[config.mk]
export PLATFORM = sky130hd
export DESIGN_NAME = uart_tx_arbiter
export DESIGN_NICKNAME = d
export VERILOG_FILES = /design/src/rtl/uart_tx_arbiter.sv
export SDC_FILE = /design/constraint.sdc
export NUM_CORES = 1
export LEC_CHECK = 0
export CAP_MARGIN = 10
export CORE_MARGIN = 3
export CORE_UTILIZATION = 41
export CTS_CLUSTER_DIAMETER = 40
export DETAILED_ROUTE_END_ITERATION = 10
export GPL_TIMING_DRIVEN = 0
export HOLD_SLACK_MARGIN = 0.12
export PLACE_DENSITY = 0.85
export SYNTH_ARGS = -nofsm -noshare
export SYNTH_HDL_FRONTEND = slang
export SYNTH_SLANG_ARGS = --single-unit
[constraint.sdc]
create_clock -name sys_clk_i -period 3.75 [get_ports sys_clk_i]
set_clock_uncertainty 0.15 [all_clocks]
set_input_delay 1.125 -clock sys_clk_i [delete_from_list [all_inputs] [get_ports sys_clk_i]]
set_output_delay 1.125 -clock sys_clk_i [all_outputs]
set_load 0.02 [all_outputs]
[src/rtl/uart_tx_arbiter.sv]
// ============================================================================
// Module   : uart_tx_arbiter
// Purpose  : Round-robin sharing of one UART transmitter, one byte per grant.
//            Define UART_TX_ARB_LOCK_EN for packet locking via req_last_i.
// Revision : 1.0 - initial release
// ============================================================================
`default_nettype none

module uart_tx_arbiter #(
    parameter int NREQ  = 4,
    parameter int PTR_W = 2
) (
    input  logic              sys_clk_i,
    input  logic              sys_rst_i,
    input  logic [NREQ-1:0]   req_valid_i,
    input  logic [8*NREQ-1:0] req_data_i,
`ifdef UART_TX_ARB_LOCK_EN
    input  logic [NREQ-1:0]   req_last_i,
`endif
    output logic [NREQ-1:0]   req_ready_o,
    input  logic              uart_busy_i,
    output logic              uart_wr_o,
    output logic [7:0]        uart_dat_o,
    output logic [PTR_W-1:0]  grant_id_o,
    output logic              active_o
);

    typedef enum logic [1:0] {
        ST_IDLE       = 2'd0,
        ST_ISSUE      = 2'd1,
        ST_WAIT_START = 2'd2,
        ST_WAIT_DONE  = 2'd3
    } state_t;

    state_t           r_state;
    logic             r_wr;
    logic [7:0]       r_hold;
    logic [PTR_W-1:0] r_grant;
    logic             r_active;

    logic [7:0]       w_bytes [NREQ];
    logic [NREQ-1:0]  w_cand;
    logic [PTR_W-1:0] w_winner;
    logic [PTR_W-1:0] w_idx;
    logic             w_found;
    logic             w_grant;

    generate
        for (genvar g = 0; g < NREQ; g++) begin : g_unpack
            assign w_bytes[g] = req_data_i[8*g +: 8];
        end
    endgenerate

`ifdef UART_TX_ARB_LOCK_EN
    logic r_locked;
    // While a packet is open only its owner may compete.
    assign w_cand = r_locked ? (req_valid_i & (NREQ'(1) << r_grant)) : req_valid_i;
`else
    assign w_cand = req_valid_i;
`endif

    // Search starts just above the last grant so it ends up lowest priority.
    always_comb begin
        w_found  = 1'b0;
        w_winner = r_grant;
        w_idx    = '0;
        for (int i = 1; i <= NREQ; i++) begin
            w_idx = PTR_W'((int'(r_grant) + i) % NREQ);
            if (!w_found && w_cand[w_idx]) begin
                w_found  = 1'b1;
                w_winner = w_idx;
            end
        end
    end

    assign w_grant     = (r_state == ST_IDLE) && !uart_busy_i && w_found;
    assign req_ready_o = (w_grant && !sys_rst_i) ? (NREQ'(1) << w_winner) : '0;

    always_ff @(posedge sys_clk_i or posedge sys_rst_i) begin
        if (sys_rst_i) begin
            r_state  <= ST_IDLE;
            r_wr     <= 1'b0;
            r_hold   <= 8'h00;
            r_grant  <= PTR_W'(NREQ - 1);
            r_active <= 1'b0;
`ifdef UART_TX_ARB_LOCK_EN
            r_locked <= 1'b0;
`endif
        end else begin
            r_wr <= 1'b0;
            case (r_state)
                ST_IDLE: begin
                    if (w_grant) begin
                        r_hold   <= w_bytes[w_winner];
                        r_grant  <= w_winner;
                        r_wr     <= 1'b1;
                        r_active <= 1'b1;
                        r_state  <= ST_ISSUE;
`ifdef UART_TX_ARB_LOCK_EN
                        r_locked <= !req_last_i[w_winner];
`endif
                    end
                end
                ST_ISSUE: begin
                    r_state <= ST_WAIT_START;
                end
                ST_WAIT_START: begin
                    if (uart_busy_i) begin
                        r_state <= ST_WAIT_DONE;
                    end
                end
                ST_WAIT_DONE: begin
                    if (!uart_busy_i) begin
                        r_state  <= ST_IDLE;
                        r_active <= 1'b0;
                    end
                end
                default: begin
                    r_state <= ST_IDLE;
                end
            endcase
        end
    end

    assign uart_wr_o  = r_wr;
    assign uart_dat_o = r_hold;
    assign grant_id_o = r_grant;
    assign active_o   = r_active;

endmodule

`default_nettype wire

# ---- Word-level counts from Yosys, hierarchy flattened
# Index checks and enable logic that the tools add are counted.
dict set report totals {
  word_cells 67
  reg_bits 14
  output_inout_bits 16
  inputBits 39
}
dict set report classes {
  reduce_logical 16
  bitwise 1
  shift 1
  n_lt_le_gt_ge 5
  mux 29
  eq_ne 6
  n_addsub 4
}
# operator count
set op_table {}
lappend op_table {{8-bit binary-select mux with 2-bit select} 1}
lappend op_table {{8-bit two-way mux} 2}
lappend op_table {{2-bit two-way mux} 7}
lappend op_table {{2-bit by 3-bit < comparator with 1-bit output, second input constant} 4}
lappend op_table {{1-bit two-way mux} 12}
lappend op_table {{1-bit binary-select mux with 2-bit select} 4}
lappend op_table {{2-bit case mux with 4 select lines} 1}
lappend op_table {{1-bit logical AND} 6}
lappend op_table {{2-bit != test, second input constant} 3}
lappend op_table {{3-bit AND reduction} 2}
lappend op_table {{1-bit logical NOT} 5}
lappend op_table {{2-bit by 1-bit adder with 2-bit output, second input constant} 2}
lappend op_table {{2-bit adder, second input constant} 2}
lappend op_table {{2-bit equality test, second input constant} 2}
lappend op_table {{4-bit two-way mux} 1}
lappend op_table {{1-bit by 2-bit << shifter with 4-bit output, first input constant} 1}
lappend op_table {{3-bit greater-or-equal comparator, second input constant} 1}
lappend op_table {{2-bit inverter with 3-bit output} 1}
lappend op_table {{2-bit by 1-bit equality test with 1-bit output, second input constant} 1}
lappend op_table {{2-bit logical NOT} 1}
lappend op_table {{1-bit case mux with 2 select lines} 1}
lappend op_table {{2-bit AND reduction} 1}
lappend op_table {{2-bit nonzero test} 1}

# ---- Logic depth before layout (Yosys ltp)
dict set report depth {
  depth_word 17
  depth_mapped 8
  depth_no_buf 6
}

# ---- Worst setup path before layout
# OpenSTA, ideal clock, no wires.
dict set report synth_path {
  path_type {input to output}
  start {input req_valid_i[2]}
  end {output req_ready_o[3]}
  n_path_buf 2
  required_ns 2.475
  path_slack_ns 0.235
  arrival_ns 2.240
  path_stages 7
  cell_sequence {nor4_1 -> or3b_1 -> buf_6 -> clkinv_4 -> nand2_2 -> buf_6 -> nor3b_2}
}
dict set report synth_between {
  elab_chain_cells 15
  word_cells_on_any_way 26
  classes_between {1 x shift; 17 x mux; 8 x reduce/logical}
}
# item line
set synth_rtl {}
lappend synth_rtl {{start: declaration} 15} ;# input logic [NREQ-1:0] req_valid_i,
lappend synth_rtl {{1-bit binary-select mux with 2-bit select} 69} ;# if (!w_found && w_cand[w_idx]) begin
lappend synth_rtl {{1-bit two-way mux (implied by the code)} 69}
lappend synth_rtl {{1-bit two-way mux} 69}
lappend synth_rtl {{1-bit logical NOT} 69}
lappend synth_rtl {{1-bit logical AND} 69}
lappend synth_rtl {{1-bit two-way mux} 69}
lappend synth_rtl {{1-bit logical NOT} 69}
lappend synth_rtl {{1-bit logical AND} 69}
lappend synth_rtl {{1-bit two-way mux} 69}
lappend synth_rtl {{1-bit logical NOT} 69}
lappend synth_rtl {{1-bit logical AND} 69}
lappend synth_rtl {{1-bit two-way mux} 69}
lappend synth_rtl {{1-bit logical AND} 76} ;# assign w_grant = (r_state == ST_IDLE) && !uart_busy_i && w_found;
lappend synth_rtl {{1-bit logical AND} 77} ;# assign req_ready_o = (w_grant && !sys_rst_i) ? (NREQ'(1) << w_winner) : '0;
lappend synth_rtl {{4-bit two-way mux *} 77}
lappend synth_rtl {{end: declaration} 20} ;# output logic [NREQ-1:0] req_ready_o,
# Every way passes the cells marked *; elsewhere a longest branch is shown, timed or not. The select of a mux whose other input is x is not followed.

# ---- Worst setup path after layout
dict set report layout_path {
  start {input req_valid_i[1]}
  end {output req_ready_o[2]}
}
# The elaborated chain is that of the path after synthesis.

==> results.ini <==
[outcome]
status = complete, no violations

[cts]
clkTransAtPathRegs_ns = 0.09
root_buffer = clkbuf_4
cts_sinks = 14
cts_tree = yes
worstSkewPairLatency_ns = 0.28
htree_levels = 1
clockBufferDepth = 2
cts-buffers-inserted = 3

[power]
vdd_drop_max_mv = 0.425
power.share.clock = 0.103
p_per_area_nw_per_um2 = 667
power_switching_uw = 440
p_total_mw = 1.06
intPower_uw = 624
comb_power_share = 0.630
p_sw_frac = 0.413
leakage_nw = 0.723
pwr-share-seq = 0.267

[worst_setup_path]
crit_arrival_ns = 2.41
end_kind = primary output
crit_chain = buf_2 -> nor4_2 -> or3b_1 -> buf_6 -> clkinv_8 -> nand2_2 -> buf_6 -> nor3_2 -> buf_4
crit_top_cell = buf_6
path_class = in -> out
critPathMaxStageDelay_ns = 0.38
crit_path_top_delay_cell = or3b_1
cp_max_fo = 7
crit_required_ns = 2.47
worst_setup_path_start_kind = input port

[die]
die_h_microns = 54.9
core_area_sq_um = 2230
start_util = 0.439
die_w_microns = 54.9
ios = 55
rows = 17
die-area_sq_um = 3020

[global_routing]
first_global_vias = 979
grt_max_degree = 15
antenna_found_initial = 0
overflow = 0
track_usage = 0.200
grt_pass1_wl_microns = 4280

[sta]
layout_min_cycle_time_ns = 3.69
drv_slew = 0
maxSlewHeadroom = 0.632
rsz0062_at_grt = false
timing.final.crit_share = 0.983
hold_ws_ns = 0.342
worst_slew_pin_slew_ns = 0.552
setup_viol = 0
fmax_mhz = 271
hold_viol = 0

[run]
timing.max_cap.violations = 0

[placed_design]
postPlaceCellArea_sq_um = 1560
dpl.hpwl_microns = 2210
place_inst = 180
gp_congestion = 0.705
io_buffers = 54

[layout]
finalNetCount = 203
final_area_sq_um = 1590
fin_cells = 187
nFillCells = 178
drive_above_1_share = 0.208
antenna_cells = 0
area_growth_pct = 62.5

[synthesis]
synth_commonest_cells = mux2i_1 (17), nand2_1 (14), dfrtp_1 (12)
yosys-top-cells-area = dfrtp_1 (31%), mux2i_1 (17%), o221ai_1 (7.1%), dfstp_2 (5.4%), nand2_1 (5.4%)
synth_top_area_cell = dfrtp_1
syn_inst = 98
synth_cell_types = 26
async_reset_ff_frac = 1.00
ys_warn_count = 0
syn-num-nets = 141
synth-seq-cells = 14
synthMostInstantiatedCell = mux2i_1
netlist_area_sq_um = 981
yosys.area.top_type_share = 0.306
seq_area_frac_synth = 0.360
synth_top_flop_cell = dfrtp_1
synth_edf_count = 0
synth.avg_cell_area_sq_um = 10.0

[detailed_routing]
drt-wirelength-per-cell_microns = 15.2
wl_microns = 2850
vias = 999
drc = 0
firstDrtPassIters = 4
drt_iter0_markers = 11
ant_nets = 0
via_per_inst = 5.34

[min_path]
holdCritPathClass = reg -> reg

-- layer usage --
layer,vias up,GRT usage,routed length [microns]
met5,-,0,0
met4,0,0.0405,12
met3,2,0.0483,131
met2,24,0.368,1560
met1,496,0.235,1140
li1,477,-,-
-- sequential cells by signal, summed over array words and instances, names as in the netlist --
name / cells
active_o: 1
grant_id_o: 2
r_state: 2
uart_dat_o: 8
uart_wr_o: 1
-- layout by cell type, fill, tap and decap left out, types with 2 or more instances in the layout --
| cell | instances |
|---|---|
| mux2i_1 | 17 |
| nand3_1 | 2 |
| dfstp_2 | 2 |
| inv_1 | 6 |
| dfrtp_1 | 12 |
| nor3b_2 | 2 |
| buf_4 | 9 |
| nor3_2 | 2 |
| o221ai_1 | 8 |
| buf_2 | 4 |
| a21oi_1 | 5 |
| nor3_1 | 3 |
| o21ai_0 | 3 |
| clkbuf_4 | 3 |
| clkdlybuf4s50_1 | 45 |
| ha_1 | 4 |
| nor2_1 | 2 |
| nand2b_1 | 2 |
| nand2_1 | 14 |
| buf_6 | 3 |
-- metrics by stage --
step	worst slack [ns]	utilization	TNS [ns]
finish	0.0621	0.714	0
global route	0.000194	0.714	0
CTS	0.0117	0.713	0
detailed placement	-0.926	0.697	-3.51
global placement	-0.871	0.697	-3.38
floorplan	0.235	-	0
-- worst paths after layout --
| check | from | end | depth (start not counted) | slack (ns) |
|---|---|---|---|---|
| setup / recovery | req_valid_i[1] | req_ready_o[2] | 9 | 0.06 |
| hold / removal | uart_dat_o[0]$_DFFE_PP0P_ | uart_dat_o[0]$_DFFE_PP0P_ | 2 | 0.34 |
| setup reg to reg | r_state[0]$_DFFE_PP0P_ | uart_dat_o[7]$_DFFE_PP0P_ | 9 | 1.68 |
| hold reg to reg | uart_dat_o[0]$_DFFE_PP0P_ | uart_dat_o[0]$_DFFE_PP0P_ | 2 | 0.34 |
| max in group asynchronous | sys_rst_i | grant_id_o[1]$_DFFE_PP1P_ | 2 | 1.85 |
| min in group asynchronous | sys_rst_i | uart_dat_o[7]$_DFFE_PP0P_ | 2 | 1.23 |
-- layout make-up --
cell class              count  area [sq um]  share of cell area
plain buffers               5          48.8              0.0306
clock buffers               4          36.3              0.0228
inverters                   7          38.8              0.0243
multi-input cells          72           554               0.348
flip-flops and latches     14           353               0.221
well taps                  28          35.0              0.0220
repair buffers             57           528               0.331
-- worst max-delay path: cells and delay by family --
kind	cells	cell delay (ns)
buffers and inverters	5	0.62
and+or+nand+nor	4	0.66
-- power by group through the flow --
stage	Combinational (mW)	Clock, mW	Sequential (mW)
3_3_place_gp	0.637	0	0.281
4_1_cts	0.674	0.112	0.284
5_1_grt	0.724	0.115	0.294
6_report	0.670	0.109	0.284
2_1_floorplan	0.349	0	0.352
3_5_place_dp	0.662	0	0.285
-- cell families (layout without fill, tap and decap cells) --
| group | Yosys count | count (layout) | synth area share |
|---|---|---|---|
| AOI/OAI and AO/OA | 19 | 19 | 0.142 |
| DFF | 14 | 14 | 0.360 |
| adders and majority gates | 4 | 4 | 0.0510 |
| and+or+nand+nor | 31 | 31 | 0.181 |
| buffers and inverters | 12 | 73 | 0.0816 |
| muxes | 18 | 18 | 0.185 |
-- what timing repair did --
| action | in CTS | in global routing |
|---|---|---|
| pin swaps | 2 | 1 |
| resized for setup | 37 | 4 |
| endpoints found under the setup margin | 4 | 4 |
| buffers inserted | 3 | 0 |
| hold buffers | 0 | 0 |
Note: power is estimated with default switching activity, not from simulation.
